File: config.mk
export PLATFORM = sky130hd
export DESIGN_NAME = mem_stall_requester
export DESIGN_NICKNAME = d
export VERILOG_FILES = /design/src/rtl/mem_stall_requester_pkg.sv /design/src/rtl/mem_stall_requester_timeout.sv /design/src/rtl/mem_stall_requester.sv
export SDC_FILE = /design/constraint.sdc
export NUM_CORES = 1
export LEC_CHECK = 0
export CAP_MARGIN = 10
export CORE_AREA = 2 2 105 107
export DETAILED_ROUTE_END_ITERATION = 10
export DIE_AREA = 0 0 107 109
export PLACE_DENSITY = 0.83
export SYNTH_ARGS = -nofsm -noshare
export SYNTH_HDL_FRONTEND = slang
export SYNTH_SLANG_ARGS = --single-unit
File: constraint.sdc
create_clock -name clk -period 3.59 [get_ports clk]
set_clock_uncertainty 0.1 [all_clocks]
set_input_delay 0.8975 -clock clk [delete_from_list [all_inputs] [get_ports clk]]
set_output_delay 0.8975 -clock clk [all_outputs]
set_load 0.03 [all_outputs]
File: src/rtl/mem_stall_requester_pkg.sv
// Shared types for mem_stall_requester: FSM state encoding and default bus widths.
package mem_stall_requester_pkg;

    localparam int DEF_ADDR_WIDTH = 32;
    localparam int DEF_DATA_WIDTH = 32;

    typedef enum logic [1:0] {
        S_RUN   = 2'd0,
        S_DDONE = 2'd1,
        S_REL   = 2'd2
    } state_e;

endpackage

File: src/rtl/mem_stall_requester_timeout.sv
// bus_timeout_counter: counts bus wait cycles and flags the cycle that reaches the limit.
// Only instantiated by mem_stall_requester when BUS_TIMEOUT_EN is defined.
module bus_timeout_counter #(
    parameter int TIMEOUT_CYCLES = 255
) (
    input  logic clk,
    input  logic rst,
    input  logic wait_i,
    output logic hit_o
);

    localparam int CW = $clog2(TIMEOUT_CYCLES + 2);

    logic [CW-1:0] cnt_q, cnt_d;

    // Any cycle that is not a wait (ack, idle, or a new phase) restarts the count.
    always_comb begin
        hit_o = wait_i && (cnt_q == CW'(TIMEOUT_CYCLES));
        cnt_d = cnt_q;
        if (!wait_i || hit_o) begin
            cnt_d = '0;
        end else begin
            cnt_d = cnt_q + 1'b1;
        end
    end

    always_ff @(posedge clk or posedge rst) begin
        if (rst) begin
            cnt_q <= '0;
        end else begin
            cnt_q <= cnt_d;
        end
    end

endmodule

File: src/rtl/mem_stall_requester.sv
// Serialises data and fetch accesses of one pipeline step onto a single memory bus,
// stalling the pipeline until both complete. Optional macro: BUS_TIMEOUT_EN.
module mem_stall_requester
    import mem_stall_requester_pkg::*;
#(
    parameter int ADDR_WIDTH     = DEF_ADDR_WIDTH,
    parameter int DATA_WIDTH     = DEF_DATA_WIDTH,
    parameter int TIMEOUT_CYCLES = 255
) (
    input  logic                    clk,
    input  logic                    rst,
    input  logic                    inst_en,
    input  logic [ADDR_WIDTH-1:0]   inst_addr,
    output logic [DATA_WIDTH-1:0]   inst_rdata,
    input  logic                    data_en,
    input  logic [DATA_WIDTH/8-1:0] data_wen,
    input  logic [ADDR_WIDTH-1:0]   data_addr,
    input  logic [DATA_WIDTH-1:0]   data_wdata,
    output logic [DATA_WIDTH-1:0]   data_rdata,
    output logic                    bus_req,
    output logic                    bus_we,
    output logic [DATA_WIDTH/8-1:0] bus_sel,
    output logic [ADDR_WIDTH-1:0]   bus_addr,
    output logic [DATA_WIDTH-1:0]   bus_wdata,
    input  logic                    bus_ack,
    input  logic [DATA_WIDTH-1:0]   bus_rdata,
    output logic                    stall_all,
    output logic                    bus_timeout
);

    state_e                  state_q, state_d;
    logic [DATA_WIDTH-1:0]   inst_rdata_q, inst_rdata_d;
    logic [DATA_WIDTH-1:0]   data_rdata_q, data_rdata_d;
    logic                    serve_data;
    logic                    req;
    logic                    to_hit;
    logic                    ack_eff;
    logic [DATA_WIDTH-1:0]   cap_data;

`ifdef BUS_TIMEOUT_EN
    bus_timeout_counter #(
        .TIMEOUT_CYCLES(TIMEOUT_CYCLES)
    ) u_timeout (
        .clk    (clk),
        .rst    (rst),
        .wait_i (req && !bus_ack),
        .hit_o  (to_hit)
    );
`else
    logic unused_timeout_cfg;
    assign unused_timeout_cfg = (TIMEOUT_CYCLES == 0);
    assign to_hit = 1'b0;
`endif

    // The request depends only on state and the frozen pipeline inputs, never on bus_ack.
    always_comb begin
        serve_data = (state_q == S_RUN) && data_en;
        req        = !rst && (((state_q == S_RUN) && (data_en || inst_en)) ||
                              (state_q == S_DDONE));
        ack_eff    = req && (bus_ack || to_hit);
        cap_data   = bus_ack ? bus_rdata : '0;
    end

    always_comb begin
        bus_req     = req;
        stall_all   = req;
        bus_timeout = to_hit;
        if (serve_data) begin
            bus_addr  = data_addr;
            bus_we    = |data_wen;
            bus_sel   = (|data_wen) ? data_wen : '1;
            bus_wdata = data_wdata;
        end else begin
            bus_addr  = inst_addr;
            bus_we    = 1'b0;
            bus_sel   = '1;
            bus_wdata = '0;
        end
    end

    always_comb begin
        state_d      = state_q;
        inst_rdata_d = inst_rdata_q;
        data_rdata_d = data_rdata_q;
        case (state_q)
            S_RUN: begin
                if (ack_eff) begin
                    if (data_en) begin
                        data_rdata_d = cap_data;
                        state_d      = inst_en ? S_DDONE : S_REL;
                    end else begin
                        inst_rdata_d = cap_data;
                        state_d      = S_REL;
                    end
                end
            end
            S_DDONE: begin
                if (ack_eff) begin
                    inst_rdata_d = cap_data;
                    state_d      = S_REL;
                end
            end
            S_REL:   state_d = S_RUN;
            default: state_d = S_RUN;
        endcase
    end

    always_ff @(posedge clk or posedge rst) begin
        if (rst) begin
            state_q      <= S_RUN;
            inst_rdata_q <= '0;
            data_rdata_q <= '0;
        end else begin
            state_q      <= state_d;
            inst_rdata_q <= inst_rdata_d;
            data_rdata_q <= data_rdata_d;
        end
    end

    assign inst_rdata = inst_rdata_q;
    assign data_rdata = data_rdata_q;

endmodule

# After elaboration in Yosys (flattened, before gate mapping)

Cells that the tools add are included.

Register bits: 66
Bits of input ports: 137
Logic and storage cells: 35

Equality and inequality tests: 4
Reduce and logical (&&, ||, !) cells: 13
Mux-type cells: 15

Operators by type and width:

| kind                 | number |
|---|---|
| $mux W32             | 6 |
| $pmux W32 S2         | 1 |
| $mux W2              | 4 |
| $mux W4              | 2 |
| $ne A2 B2 Y1 const B | 3 |
| $logic_and A1 B1 Y1  | 4 |
| $pmux W2 S2          | 1 |
| $reduce_and A4 Y1    | 1 |
| $reduce_or A4 Y1     | 1 |
| $reduce_and A3 Y1    | 1 |
| $eq A2 B1 Y1 const B | 1 |
| $logic_not A2 Y1     | 1 |
| $logic_or A1 B1 Y1   | 2 |
| $reduce_and A2 Y1    | 1 |
| $reduce_bool A2 Y1   | 1 |
| $logic_not A1 Y1     | 1 |
| $mux W1              | 1 |

# Logic depth before layout (Yosys ltp)

Word-level depth: 7
Mapped depth: 6
Gate-level depth less buffers: 3

# Worst setup path before layout

Ideal clock, no wire load.

Path type: input to output
Start point: in inst_en
End point: out stall_all
Arrival time: 1.970 ns
Stages on the path: 3
Setup slack: 0.623 ns
Data required time: 2.592 ns
Path through: nor3_1 nor3_1 buf_4

Word-level cells in the longest chain between the ends: 4

RTL lines:

| what                | line                      | RTL |
|---|---|---|
| start: declaration  | mem_stall_requester.sv:12 | `input logic inst_en,` |
| $logic_or A1 B1 Y1  | mem_stall_requester.sv:58 | `req = !rst && (((state_q == S_RUN) && (data_en \|\| inst_en)) \|\|` |
| $logic_and A1 B1 Y1 | mem_stall_requester.sv:58 |  |
| $logic_or A1 B1 Y1  | mem_stall_requester.sv:58 |  |
| $logic_and A1 B1 Y1 | mem_stall_requester.sv:58 |  |
| end: declaration    | mem_stall_requester.sv:27 | `output logic stall_all,` |

No other way between the ends.

# Worst setup path after layout

Start point: in data_en
End point: out bus_addr[30]

Word-level cells in the longest chain between the ends: 2

RTL lines:

| what                | line                      | RTL |
|---|---|---|
| start: declaration  | mem_stall_requester.sv:15 | `input logic data_en,` |
| $logic_and A1 B1 Y1 | mem_stall_requester.sv:57 | `serve_data = (state_q == S_RUN) && data_en;` |
| $mux W32            | mem_stall_requester.sv:68 | `if (serve_data) begin` |
| end: declaration    | mem_stall_requester.sv:23 | `output logic [ADDR_WIDTH-1:0] bus_addr,` |

No other way between the ends.

==> impl_metrics.env <==
export IMPL_row_count=38
export IMPL_overflow=0
export IMPL_drv_slew=0
export IMPL_worst_ep_required_time_ns=2.59
export IMPL_layout_drive_gt1_share=0.335
export IMPL_peakVddDrop_mv=0.380
export IMPL_clockBufferDepth=2
export IMPL_drt_antenna_violating_nets=0
export IMPL_worst_skew_pair_late_latency_ns=0.33
export IMPL_power_density_nw_per_um2=513
export IMPL_worstPathCellList="dlygate4sd2_1, nor2b_4, nor2b_4, buf_12, bufbuf_16, mux2_4, dlygate4sd2_1"
export IMPL_core_area_um2=10600
export IMPL_ctsHtreeMaxLevel=3
export IMPL_cts_root_buf="clkbuf_8"
export IMPL_cp_data_arrival_time_ns=2.54
export IMPL_via_count=3024
export IMPL_avgSynthCellArea_um2=15.1
export IMPL_layout_common_cells="clkdlybuf4s50_1 (201), mux2_4 (92), dfrtp_1 (66), buf_4 (46), and2_1 (32)"
export IMPL_wire_per_inst_um=18.6
export IMPL_hold_path_class="flip-flop to flip-flop"
export IMPL_dpl_hpwl_um=9680
export IMPL_worst_setup_path_end_kind="output port"
export IMPL_cpLargestDelayFamily="buffers and inverters"
export IMPL_synth_top_area_cell="dfrtp_1"
export IMPL_clkSinkCount=66
export IMPL_yosysSeqAreaShare=0.457
export IMPL_layout_nets=664
export IMPL_rsz0062_at_grt="no"
export IMPL_worstPathMaxFanout=17
export IMPL_outcome="completed"
export IMPL_cpPeakStageDelay_ns=0.36
export IMPL_cpMaxStageDelayCell="dlygate4sd2_1"
export IMPL_cts_buffers_inserted=9
export IMPL_die_w_um=107
export IMPL_grt_max_degree=49
export IMPL_hold_violations=0
export IMPL_drc_errors=0
export IMPL_syn_nets=377
export IMPL_viasPerCell=4.48
export IMPL_drt_iter0_markers=79
export IMPL_crit_buf_inv=4
export IMPL_ioPinCount=273
export IMPL_final_common_cell="clkdlybuf4s50_1"
export IMPL_wirelength_um=12600
export IMPL_timing_hold_ws_ns=0.406
export IMPL_syn_area_um2=3610
export IMPL_tns_ns=0
export IMPL_period_share=0.985
export IMPL_total_power_uw=3460
export IMPL_p_leak_uw=0.00320
export IMPL_max_cap_violations=0
export IMPL_chipHeight_um=109
export IMPL_final_cells=675
export IMPL_track_usage=0.212
export IMPL_drt_first_pass_iters=4
export IMPL_cts_tree="built"
export IMPL_grt_antenna_before_repair=4
export IMPL_grt_first_pass_wirelength_um=18600
export IMPL_ys_types=23
export IMPL_port_buffers=271
export IMPL_dp_cells=646
export IMPL_area_growth_pct=86.9
export IMPL_fmax_mhz=283
export IMPL_worstSetupPathType="primary input to output port"
export IMPL_grt_pass1_vias=3271
export IMPL_start_util=0.341
export IMPL_critPathLaunchType="primary input"
export IMPL_gp_congestion=0.859
export IMPL_syn_inst=240
export IMPL_min_period_ns=3.54
export IMPL_final_setup_viol_count=0
export IMPL_path_clk_slew_ns=0.07
export IMPL_ys_warn_count=0
export IMPL_synth_seq_cells=66
export IMPL_synth_area_leaders="dfrtp_1 (46%), mux2_4 (38%), and2_1 (5.5%), buf_6 (3.7%), mux2_2 (1.2%)"
export IMPL_die_area_um2=11700
export IMPL_synth_top_area_share=0.457
[sequential cells by signal, summed over array words and instances, names as in the netlist]
register    count
state_q         2
inst_rdata     32
data_rdata     32
[where the power goes]
group	total, µW	internal (µW)	switching [µW]	leakage, µW
registers	1070	946	125	0.000789
logic	1800	936	866	0.00232
clock network	590	313	277	0.0000986
total	3460	2200	1270	0.00320
[stage by stage]
stage | setup slack (ns) | area [µm²] | util
2_1_floorplan | 0.623 | 3610 | -
3_3_place_gp | -0.264 | 6420 | 0.606
3_5_place_dp | -0.285 | 6420 | 0.606
4_1_cts | 0.0247 | 6750 | 0.637
5_1_grt | 0.00113 | 6750 | 0.637
6_report | 0.0525 | 6750 | 0.637
[layout make-up]
| class | count | area (µm²) |
|---|---|---|
| Clock inverter | 6 | 58.8 |
| Sequential cell | 66 | 1650 |
| Clock buffer | 9 | 124 |
| Antenna cell | 4 | 10.0 |
| Inverter | 2 | 7.51 |
| Multi-Input combinational cell | 156 | 1800 |
| Tap cell | 140 | 175 |
| Timing Repair Buffer | 292 | 2920 |
| Fill cell | 814 | 3850 |
[cells by family after synthesis]
logic type,synth area share
other,0.00104
and+or+nand+nor,0.0925
buffers and inverters,0.0461
muxes,0.395
AOI/OAI and AO/OA,0.00831
DFF,0.457
[Yosys cell counts]
| cell type | instances |
|---|---|
| o21ai_2 | 1 |
| nand2_1 | 6 |
| nor2_1 | 4 |
| a21oi_1 | 1 |
| nor2b_4 | 2 |
| and3_1 | 1 |
| o41a_1 | 1 |
| nor2b_1 | 1 |
| buf_4 | 2 |
| dfrtp_1 | 66 |
| or4_1 | 1 |
| mux2_2 | 4 |
| buf_6 | 12 |
| buf_2 | 1 |
| and2_1 | 32 |
| mux2_4 | 92 |
| inv_1 | 2 |
| conb_1 | 1 |
| nor3b_2 | 1 |
| clkbuf_1 | 1 |
| nor3_1 | 6 |
| o21ai_0 | 1 |
| nand2_2 | 1 |
[path summary, 6_finish.rpt]
| check | cells after the start | slack, ns | to | start |
|---|---|---|---|---|
| worst max-delay path | 7 | 0.05 | bus_addr[30] | data_en |
| max in group asynchronous | 4 | 1.86 | data_rdata[1] | rst |
| worst max register to register | 4 | 1.92 | data_rdata[4] | state_q[1] |
| min in group asynchronous | 3 | 0.93 | inst_rdata[6] | rst |
| worst min-delay path | 1 | 0.41 | data_rdata[0] | data_rdata[0] |
| worst min register to register | 1 | 0.41 | data_rdata[0] | data_rdata[0] |
[metal layers]
layer | global-route usage | up-vias | wire (µm)
met3 | 0.0514 | 16 | 918
met1 | 0.243 | 1470 | 4760
met2 | 0.383 | 142 | 6650
met4 | 0.0816 | 0 | 252
met5 | 0 | - | 0
li1 | - | 1396 | -
[repair_timing]
item                                    in CTS  in global routing
hold buffers                                 0                  0
gates cloned                                 3                  0
setup buffers                                8                  0
resized for setup                           36                  7
endpoints found under the setup margin      43                  8
Note: power is estimated with default switching activity, not from simulation.
